`config.mk`:
```
export PLATFORM = sky130hd
export DESIGN_NAME = mips_bus_arbiter_flat
export DESIGN_NICKNAME = d
export VERILOG_FILES = /design/src/rtl/mips_bus_pkg.sv /design/src/rtl/mips_bus_arbiter_if.sv /design/src/rtl/mips_bus_arb_policy.sv /design/src/rtl/mips_bus_arbiter.sv /design/src/flat_wrapper.sv
export SDC_FILE = /design/constraint.sdc
export NUM_CORES = 1
export LEC_CHECK = 0
export CORE_AREA = 5 5 133 135
export DETAILED_ROUTE_END_ITERATION = 8
export DIE_AREA = 0 0 138 140
export HOLD_SLACK_MARGIN = 0.1
export PLACE_DENSITY = 0.54
export SLEW_MARGIN = 20
export SYNTH_ARGS = -nofsm -noshare
export SYNTH_HDL_FRONTEND = slang
export SYNTH_HIERARCHICAL = 1
export SYNTH_SLANG_ARGS = --single-unit
export TNS_END_PERCENT = 5
```
`constraint.sdc`:
```
create_clock -name clk -period 2.65 [get_ports clk]
set_clock_uncertainty 0.2 [all_clocks]
set_input_delay 0.265 -clock clk [delete_from_list [all_inputs] [get_ports clk]]
set_output_delay 0.265 -clock clk [all_outputs]
set_load 0.05 [all_outputs]
```
`src/rtl/mips_bus_pkg.sv`:
```
// mips_bus_pkg
// Types and constants shared by the mips_cpu_bus memory-port arbiter and
// its requester policy.
//   arb_state_t : arbiter FSM states
//   req_id_t    : requester identity (REQ_IFETCH = m0, REQ_DATA = m1)
//   BE_WORD     : all four byte lanes enabled
//   LAT_W       : width of the read-latency counter (READ_LATENCY 1..7)
package mips_bus_pkg;

    typedef enum logic [1:0] {
        IDLE,
        OWN0,
        OWN1,
        RDWAIT
    } arb_state_t;

    typedef logic req_id_t;

    localparam req_id_t    REQ_IFETCH = 1'b0;
    localparam req_id_t    REQ_DATA   = 1'b1;
    localparam logic [3:0] BE_WORD    = 4'b1111;
    localparam int         LAT_W      = 3;

endpackage

```
`src/rtl/mips_bus_arbiter_if.sv`:
```
// mips_bus_arbiter_if
// One Avalon-style memory-port link. The same bundle is used between each
// requester and the arbiter and between the arbiter and memory.
//   master modport : drives address/read/write/writedata/byteenable,
//                    receives waitrequest/readdatavalid/readdata
//   slave modport  : the opposite direction
// The memory side carries no readdatavalid of its own (the read latency is
// fixed), so the arbiter ignores that member on its master link.
interface mips_bus_arbiter_if #(
    parameter int ADDR_W = 32
);
    logic [ADDR_W-1:0] address;
    logic              read;
    logic              write;
    logic [31:0]       writedata;
    logic [3:0]        byteenable;
    logic              waitrequest;
    logic              readdatavalid;
    logic [31:0]       readdata;

    modport master (
        output address, read, write, writedata, byteenable,
        input  waitrequest, readdatavalid, readdata
    );

    modport slave (
        input  address, read, write, writedata, byteenable,
        output waitrequest, readdatavalid, readdata
    );
endinterface

```
`src/rtl/mips_bus_arb_policy.sv`:
```
// mips_bus_arb_policy
// Combinational winner select between instruction fetch (req0) and
// load/store (req1).
//   req0, req1  : request present (read | write) from m0 / m1
//   last_grant  : requester granted most recently
//   req_any     : at least one request present
//   winner      : selected requester (only meaningful when req_any)
// Build option MIPS_BUS_ARB_RR_EN: when defined, a tie goes to the requester
// that did not win last time; otherwise m1 (data) always beats m0 (fetch).
module mips_bus_arb_policy
    import mips_bus_pkg::*;
(
    input  logic    req0,
    input  logic    req1,
    input  req_id_t last_grant,
    output logic    req_any,
    output req_id_t winner
);

    assign req_any = req0 | req1;

`ifdef MIPS_BUS_ARB_RR_EN
    always_comb begin
        if (req0 && req1) begin
            winner = (last_grant == REQ_DATA) ? REQ_IFETCH : REQ_DATA;
        end else if (req1) begin
            winner = REQ_DATA;
        end else begin
            winner = REQ_IFETCH;
        end
    end
`else
    assign winner = req1 ? REQ_DATA : REQ_IFETCH;

    // Fixed priority never looks at history; the arbiter still tracks it.
    logic unused_last_grant;
    assign unused_last_grant = last_grant;
`endif

endmodule

```
`src/rtl/mips_bus_arbiter.sv`:
```
// mips_bus_arbiter
// Shares the single memory port of mips_cpu_bus between instruction fetch
// (m0) and load/store (m1), one transfer in flight at a time.
//   clk          : system clock, rising edge
//   reset        : asynchronous, active-low reset
//   m0, m1       : requester links (slave modport)
//   mem          : memory link (master modport)
//   readdata_out : memory readdata, also broadcast on m0/m1 readdata
//   err          : sticky protocol error (dropped request, read+write)
// Build option MIPS_BUS_ARB_RR_EN selects round-robin arbitration
// (see mips_bus_arb_policy); default is fixed priority m1 > m0.
module mips_bus_arbiter
    import mips_bus_pkg::*;
#(
    parameter int READ_LATENCY = 1,
    parameter int ADDR_W       = 32
) (
    input  logic               clk,
    input  logic               reset,
    mips_bus_arbiter_if.slave  m0,
    mips_bus_arbiter_if.slave  m1,
    mips_bus_arbiter_if.master mem,
    output logic [31:0]        readdata_out,
    output logic               err
);

    arb_state_t       state_q, state_d;
    req_id_t          last_grant_q, last_grant_d;
    logic [LAT_W-1:0] lat_cnt_q, lat_cnt_d;
    logic             err_q, err_d;

    logic    req0, req1, req_any;
    req_id_t winner;

    assign req0 = m0.read | m0.write;
    assign req1 = m1.read | m1.write;

    mips_bus_arb_policy u_policy (
        .req0       (req0),
        .req1       (req1),
        .last_grant (last_grant_q),
        .req_any    (req_any),
        .winner     (winner)
    );

    // last_grant always names the current owner while in OWNx or RDWAIT.
    logic              owning, sel_data, sel_read, sel_write, rd_done;
    logic [ADDR_W-1:0] sel_address;
    logic [31:0]       sel_writedata;
    logic [3:0]        sel_byteenable;

    assign owning         = (state_q == OWN0) || (state_q == OWN1);
    assign sel_data       = (last_grant_q == REQ_DATA);
    assign sel_address    = sel_data ? m1.address    : m0.address;
    assign sel_read       = sel_data ? m1.read       : m0.read;
    assign sel_write      = sel_data ? m1.write      : m0.write;
    assign sel_writedata  = sel_data ? m1.writedata  : m0.writedata;
    assign sel_byteenable = sel_data ? m1.byteenable : m0.byteenable;

    // Write wins when a requester raises both strobes; the read is dropped.
    assign mem.address    = owning ? sel_address    : '0;
    assign mem.read       = owning & sel_read & ~sel_write;
    assign mem.write      = owning & sel_write;
    assign mem.writedata  = owning ? sel_writedata  : '0;
    assign mem.byteenable = owning ? sel_byteenable : '0;

    assign m0.waitrequest = (state_q == OWN0) ? mem.waitrequest : 1'b1;
    assign m1.waitrequest = (state_q == OWN1) ? mem.waitrequest : 1'b1;

    assign rd_done          = (state_q == RDWAIT) && (lat_cnt_q == LAT_W'(1));
    assign m0.readdatavalid = rd_done & ~sel_data;
    assign m1.readdatavalid = rd_done &  sel_data;

    assign m0.readdata   = mem.readdata;
    assign m1.readdata   = mem.readdata;
    assign readdata_out  = mem.readdata;
    assign err           = err_q;

    logic unused_mem_rdv;
    assign unused_mem_rdv = mem.readdatavalid;

    always_comb begin
        // NOTE: every *_d gets a default up front so no path infers a latch.
        state_d      = state_q;
        last_grant_d = last_grant_q;
        lat_cnt_d    = lat_cnt_q;
        err_d        = err_q;

        unique case (state_q)
            IDLE: begin
                if (req_any) begin
                    state_d      = (winner == REQ_DATA) ? OWN1 : OWN0;
                    last_grant_d = winner;
                end
            end
            OWN0, OWN1: begin
                if (!(sel_read || sel_write)) begin
                    // Owner gave up before memory accepted the command.
                    state_d = IDLE;
                    err_d   = 1'b1;
                end else begin
                    if (sel_read && sel_write) err_d = 1'b1;
                    if (!mem.waitrequest) begin
                        if (sel_write) begin
                            state_d = IDLE;
                        end else begin
                            state_d   = RDWAIT;
                            lat_cnt_d = LAT_W'(READ_LATENCY);
                        end
                    end
                end
            end
            RDWAIT: begin
                lat_cnt_d = lat_cnt_q - 1'b1;
                if (lat_cnt_q <= LAT_W'(1)) state_d = IDLE;
            end
            default: state_d = IDLE;
        endcase
    end

    // NOTE: state flops use non-blocking assignments only.
    always_ff @(posedge clk or negedge reset) begin
        if (!reset) begin
            state_q      <= IDLE;
            last_grant_q <= REQ_DATA;
            lat_cnt_q    <= '0;
            err_q        <= 1'b0;
        end else begin
            state_q      <= state_d;
            last_grant_q <= last_grant_d;
            lat_cnt_q    <= lat_cnt_d;
            err_q        <= err_d;
        end
    end

endmodule

```
`src/flat_wrapper.sv`:
```
// flat-port wrapper written by rule: the top's interface ports become plain ports
module mips_bus_arbiter_flat import mips_bus_pkg::*;
#(
    parameter int READ_LATENCY = 1,
    parameter int ADDR_W       = 32
)
  (clk, reset, readdata_out, err, m0_address, m0_read, m0_write, m0_writedata, m0_byteenable, m0_waitrequest, m0_readdatavalid, m0_readdata, m1_address, m1_read, m1_write, m1_writedata, m1_byteenable, m1_waitrequest, m1_readdatavalid, m1_readdata, mem_address, mem_read, mem_write, mem_writedata, mem_byteenable, mem_waitrequest, mem_readdatavalid, mem_readdata);
  mips_bus_arbiter_if #(.ADDR_W(ADDR_W)) m0_i ();
  mips_bus_arbiter_if #(.ADDR_W(ADDR_W)) m1_i ();
  mips_bus_arbiter_if #(.ADDR_W(ADDR_W)) mem_i ();
  input  logic clk;
  input  logic reset;
  output logic [31:0] readdata_out;
  output logic err;
  input wire logic [$bits(m0_i.address)-1:0] m0_address;
  input wire logic [$bits(m0_i.read)-1:0] m0_read;
  input wire logic [$bits(m0_i.write)-1:0] m0_write;
  input wire logic [$bits(m0_i.writedata)-1:0] m0_writedata;
  input wire logic [$bits(m0_i.byteenable)-1:0] m0_byteenable;
  output wire logic [$bits(m0_i.waitrequest)-1:0] m0_waitrequest;
  output wire logic [$bits(m0_i.readdatavalid)-1:0] m0_readdatavalid;
  output wire logic [$bits(m0_i.readdata)-1:0] m0_readdata;
  input wire logic [$bits(m1_i.address)-1:0] m1_address;
  input wire logic [$bits(m1_i.read)-1:0] m1_read;
  input wire logic [$bits(m1_i.write)-1:0] m1_write;
  input wire logic [$bits(m1_i.writedata)-1:0] m1_writedata;
  input wire logic [$bits(m1_i.byteenable)-1:0] m1_byteenable;
  output wire logic [$bits(m1_i.waitrequest)-1:0] m1_waitrequest;
  output wire logic [$bits(m1_i.readdatavalid)-1:0] m1_readdatavalid;
  output wire logic [$bits(m1_i.readdata)-1:0] m1_readdata;
  output wire logic [$bits(mem_i.address)-1:0] mem_address;
  output wire logic [$bits(mem_i.read)-1:0] mem_read;
  output wire logic [$bits(mem_i.write)-1:0] mem_write;
  output wire logic [$bits(mem_i.writedata)-1:0] mem_writedata;
  output wire logic [$bits(mem_i.byteenable)-1:0] mem_byteenable;
  input wire logic [$bits(mem_i.waitrequest)-1:0] mem_waitrequest;
  input wire logic [$bits(mem_i.readdatavalid)-1:0] mem_readdatavalid;
  input wire logic [$bits(mem_i.readdata)-1:0] mem_readdata;
  assign m0_i.address = m0_address;
  assign m0_i.read = m0_read;
  assign m0_i.write = m0_write;
  assign m0_i.writedata = m0_writedata;
  assign m0_i.byteenable = m0_byteenable;
  assign m0_waitrequest = m0_i.waitrequest;
  assign m0_readdatavalid = m0_i.readdatavalid;
  assign m0_readdata = m0_i.readdata;
  assign m1_i.address = m1_address;
  assign m1_i.read = m1_read;
  assign m1_i.write = m1_write;
  assign m1_i.writedata = m1_writedata;
  assign m1_i.byteenable = m1_byteenable;
  assign m1_waitrequest = m1_i.waitrequest;
  assign m1_readdatavalid = m1_i.readdatavalid;
  assign m1_readdata = m1_i.readdata;
  assign mem_address = mem_i.address;
  assign mem_read = mem_i.read;
  assign mem_write = mem_i.write;
  assign mem_writedata = mem_i.writedata;
  assign mem_byteenable = mem_i.byteenable;
  assign mem_i.waitrequest = mem_waitrequest;
  assign mem_i.readdatavalid = mem_readdatavalid;
  assign mem_i.readdata = mem_readdata;
  mips_bus_arbiter #(.READ_LATENCY(READ_LATENCY), .ADDR_W(ADDR_W)) u_core (.clk(clk), .reset(reset), .m0(m0_i), .m1(m1_i), .mem(mem_i), .readdata_out(readdata_out), .err(err));
endmodule
```
* After elaboration in Yosys (flattened, before gate mapping) *
Cells that the tools add are included.
Widths: inputs -> output; s select.

cells by class
  $add $sub $neg = 1
  $lt $le $gt $ge = 1
  equality and inequality tests = 11
  muxes and demuxes = 24
  bitwise operators = 10
  reductions and logical operators = 11

operator list
  operator             number
  $mux 32              4
  $mux 2               6
  $mux 3               3
  $mux 4               2
  $ne 2x2->1 const B   4
  $mux 1               7
  $pmux 2 s3           1
  $pmux 3 s2           1
  $and 1x1->1          5
  $eq 2x2->1 const B   2
  $ne 2x1->1 const B   2
  $reduce_and 2->1     2
  $reduce_and 4->1     1
  $eq 3x1->1 const B   1
  $le 3x1->1 const B   1
  $ne 3x3->1 const B   1
  $or 1x1->1           3
  $reduce_and 3->1     1
  $sub 3x1->3 const B  1
  $eq 2x1->1 const B   1
  $logic_and 1x1->1    2
  $logic_not 2->1      1
  $logic_or 1x1->1     2
  $not 1->1            2
  2 further kinds      2

storage, ports and cells
  register bits after elaboration = 7
  bits of input ports = 176
  output and inout port bits = 171
  word-level logic and storage cells = 62

* Longest topological paths before layout *
  word-level depth = 5
  depth in mapped cells = 8
  depth with buffers taken out = 7

* Cells and area by module *
Netlist, hierarchy kept.

modules (own cells, without submodules)
  module               instances  cells each  area an instance (µm²)
  mips_bus_arbiter     1          313         2486.1
  mips_bus_arb_policy  1          2           13.8

* Worst setup path before layout *
No wires, ideal clock.

  path type = flip-flop to output port
  from = reg u_core.state_q[0]
  to = out mem_address[17]
  arrival time = 1.999 ns
  data required time = 2.185 ns
  path slack = 0.186 ns
  cell stages (with the launch flop) = 6
  path buffers = 2
  path through = dfrtp_1 -> inv_1 -> ha_1 -> clkbuf_1 -> clkbuf_1 -> nor2b_1

on the way
  word-level cells in the longest chain between the ends = 3
  elaborated cells between the ends (all ways) = 4
  classes of those cells = eq/ne: 2; mux: 1; reduce/logical: 1

ends and longest elaborated chain
  item                                      RTL line                 source
  start, declared                           mips_bus_arbiter.sv:27   arb_state_t state_q, state_d;
  start signal, assigned                    mips_bus_arbiter.sv:129  state_q <= state_d;
  $eq 2x1->1 or $eq 2x2->1 (tied branches)  mips_bus_arbiter.sv:52   assign owning = (state_q == OWN0) || (state_q == OWN1);
  $logic_or 1x1->1 *                        mips_bus_arbiter.sv:52
  $mux 32 *                                 mips_bus_arbiter.sv:61   assign mem.address = owning ? sel_address : '0;
  end, declared                             flat_wrapper.sv:31       output wire logic [$bits(mem_i.address)-1:0] mem_address;

Every way passes the cells marked *; elsewhere a longest branch is shown, timed or not.

* Worst setup path after layout *
  from = reg u_core.state_q[0]
  to = out mem_writedata[13]

on the way
  word-level cells in the longest chain between the ends = 3
  elaborated cells between the ends (all ways) = 4
  classes of those cells = eq/ne: 2; mux: 1; reduce/logical: 1

ends and longest elaborated chain
  item                                      RTL line                source
  $eq 2x1->1 or $eq 2x2->1 (tied branches)  mips_bus_arbiter.sv:52
  $logic_or 1x1->1 *                        mips_bus_arbiter.sv:52
  $mux 32 *                                 mips_bus_arbiter.sv:64  assign mem.writedata = owning ? sel_writedata : '0;
  end, declared                             flat_wrapper.sv:34      output wire logic [$bits(mem_i.writedata)-1:0] mem_writedata;

Marks and branches as above.

==> impl_results.md <==
- Status: finished, final reports clean
- Via count: 2395
- Vias per cell: approximately 3.7
- Row count: 47
- CP delay by family, top: buffers and inverters
- Top-area cell type share of the netlist area: 29.4%
- Post-CTS Setup Bufs: 0
- Crit path kind: reg -> out
- Crit path launch type: register
- Minimum clock period: 2.32 ns
- Setup crit end: mem_writedata[13]
- CTS tree: built
- Top_reg_cell synth: dfrtp_1
- Number of hold buffers added after cts: 0
- Endpoints failing setup: 0
- Io pins: 347
- Mapped Area: 2500 µm²
- Total negative slack: 0 ns
- Starting Density: 15.3%
- DR iter-0 viols: 46
- CTS Sinks: 7
- WP depth: 5
- Cell variety after synth: 26
- Final WS setup: 0.325 ns
- Fmax: 430 MHz
- Yosys Warn Count: 6
- RD Place Congestion: ~0.81
- Max Buffers Root-to-Sink: 2
- FF-to-FF path depth: 6
- Die H: 140 µm
- Synth area leaders: buf_4 (29%), mux2i_1 (28%), nor2b_1 (18%)
- CP Launch Point: u_core/state_q[0]
- CP peak stage delay: around 0.38 ns
- Top Layer Used: met4
- WL/cell: roughly 15 µm
- EDFF count, synth: 0
- Met2 WL post-DR: 5280 µm
- #FFs+latches synth: 7
- Htree depth: 1
- Antenna viol nets, final: 0
- Element type at the critical path end: primary output
- Largest fanout on the critical path: 36
- GRT Residual Overflow: 0
- Layout cells sized above 1: approximately a fifth
- Vias in the first global route: ~2600
- Dpl ws: 0.401 ns
- Nets: 614
- Count leader, synth: buf_4
- Top post-synthesis cells by count: buf_4 (98), nor2b_1 (72), mux2i_1 (69)
- Clock-pin transition on the worst setup and hold timing paths: 0.04 ns
- Mapped Cells: 315
- Crit path max-delay cell type: dfrtp_1
- First-pass GRT wire length: 15200 µm
- CTS Root Cell: clkbuf_16
- Peak VDD IR: 0.000675 V
- Max-slew violations: 0
- Dominant cell type by area after synthesis: buf_4
- Diode count: 0
- Max-cap violations: 0
- DRC errors left: 0
- PostCTS Resize Cnt: 0
- P per Cell Area: about 1600 nW/µm²
- Drt pass-1 iters: 4
- Critical Path RT: roughly 2.2 ns
- Hold WC Path Type: in -> async
- Synth Net Count: 500
- FF-to-FF setup slack: 0.52 ns
- Die area: about 19000 µm²
- Core ar.: 16300 µm²
- RSZ-0062 raised after global routing: false
- Reg-to-Reg End: u_core/lat_cnt_q[0]
- WL final: 9960 µm
- HPWL after DPL: slightly below 9000 µm
- Clk_lat worst skew: 0.23 ns
- Fin. Hold Viols: 0
- Fin Hold WS: 0.106 ns
- Met3 WL: about 1200 µm
- Final period utilization: 87.7%
- Pin count of the biggest net entering global routing: 38
- CP Cell Sequence: inv_1 -> ha_2 -> buf_4 -> nor2b_1 -> buf_12
- Syn Area/Cell: 7.94 µm²
- Area growth syn-to-layout: 99.1%
- Die width: between 100 and 150 µm
- Total track usage: 9.58%
- PortBufs: 217
- Ys async rst share: 100%
- Sequential area share after synthesis: under 10%
- CP arrival: 1.86 ns
- Reg2reg start: u_core/last_grant_q
- Least-Margin Pin Slew: 0.503 ns
- Bufs and invs on worst path: 3
- Initial antenna violation count: 0
- TritonCTS Buffers: 3
- Leak pwr: 2.23 nW
- Max_slew headroom: 66.4%
- Met1 wire length: 3340 µm
## flip-flops by register name, summed over array words and instances, names as in the netlist
name and cells:
u_core/err 1, u_core/last_grant_q 1, u_core/lat_cnt_q 3, u_core/state_q 2
## power by group
part	switching [mW]	internal (mW)	total, mW
clock network	0.0629	0.201	0.264
registers	0.0503	0.157	0.207
logic	4.13	3.61	7.73
## worst min path at each step
stage                         to  slack (ns)  cells past startpoint
2_1_floorplan         u_core/err       -0.23                      0
3_3_place_gp          u_core/err        0.25                      1
3_5_place_dp          u_core/err        0.26                      1
4_1_cts        u_core/state_q[1]        0.12                      1
5_1_grt        u_core/state_q[1]        0.13                      1
6_report       u_core/state_q[1]        0.11                      1
## cell families (layout without fill, tap and decap cells)
logic type | Yosys count | in the layout | synth area share, %
AOI/OAI and AO/OA | 13 | 13 | 3.60
adders and majority gates | 9 | 9 | 4.50
buffers and inverters | 121 | 234 | 33.2
DFF | 7 | 7 | 7.06
xor gates and xnor gates | 1 | 1 | 0.350
muxes | 73 | 73 | 29.5
and+or+nand+nor | 91 | 91 | 21.7
## area by class of cell
cell class	count	area (µm²)
inverters	8	30.0
multi-input cells	187	1500
flip-flops and latches	7	180
fillers	1689	11400
clock buffers	4	78.8
repair buffers	222	2920
well taps	220	275
## layer usage
metal	GRT usage, %	vias to the layer above
li1	-	1149
met3	4.33	16
met1	9.47	1043
met2	18.3	187
met5	0.501	-
met4	2.08	0
## worst register-to-register path: stages (launching register included)
cell	delay (ns)
dfstp_4	0.65
mux2i_2	0.37
ha_1	0.23
nor2_1	0.05
nand2_1	0.10
xnor2_1	0.07
a221o_1	0.34
## cell usage in the layout (no fill, tap or decap), types with 2 or more instances in the layout
cell,count
a21boi_0,2
and3_1,2
buf_12,71
buf_4,6
clkbuf_16,3
clkdlybuf4s50_1,145
dfrtp_1,6
ha_1,8
inv_1,8
mux2_2,3
mux2i_1,69
nand2_1,5
nand2b_1,3
nor2_1,5
nor2b_1,72
o21ai_0,5
o221ai_1,2
or2_2,2
## stage by stage
stage,cell area (µm²),util (%),std cells,power [mW]
floorplan,2500,-,315,4.69
global placement,4900,30.0,644,7.97
detailed placement,4900,30.0,644,8.03
CTS,4980,30.4,648,8.31
global route,4980,30.4,648,8.56
finish,4980,30.4,648,8.20
Power figures use the tool's default switching activity.
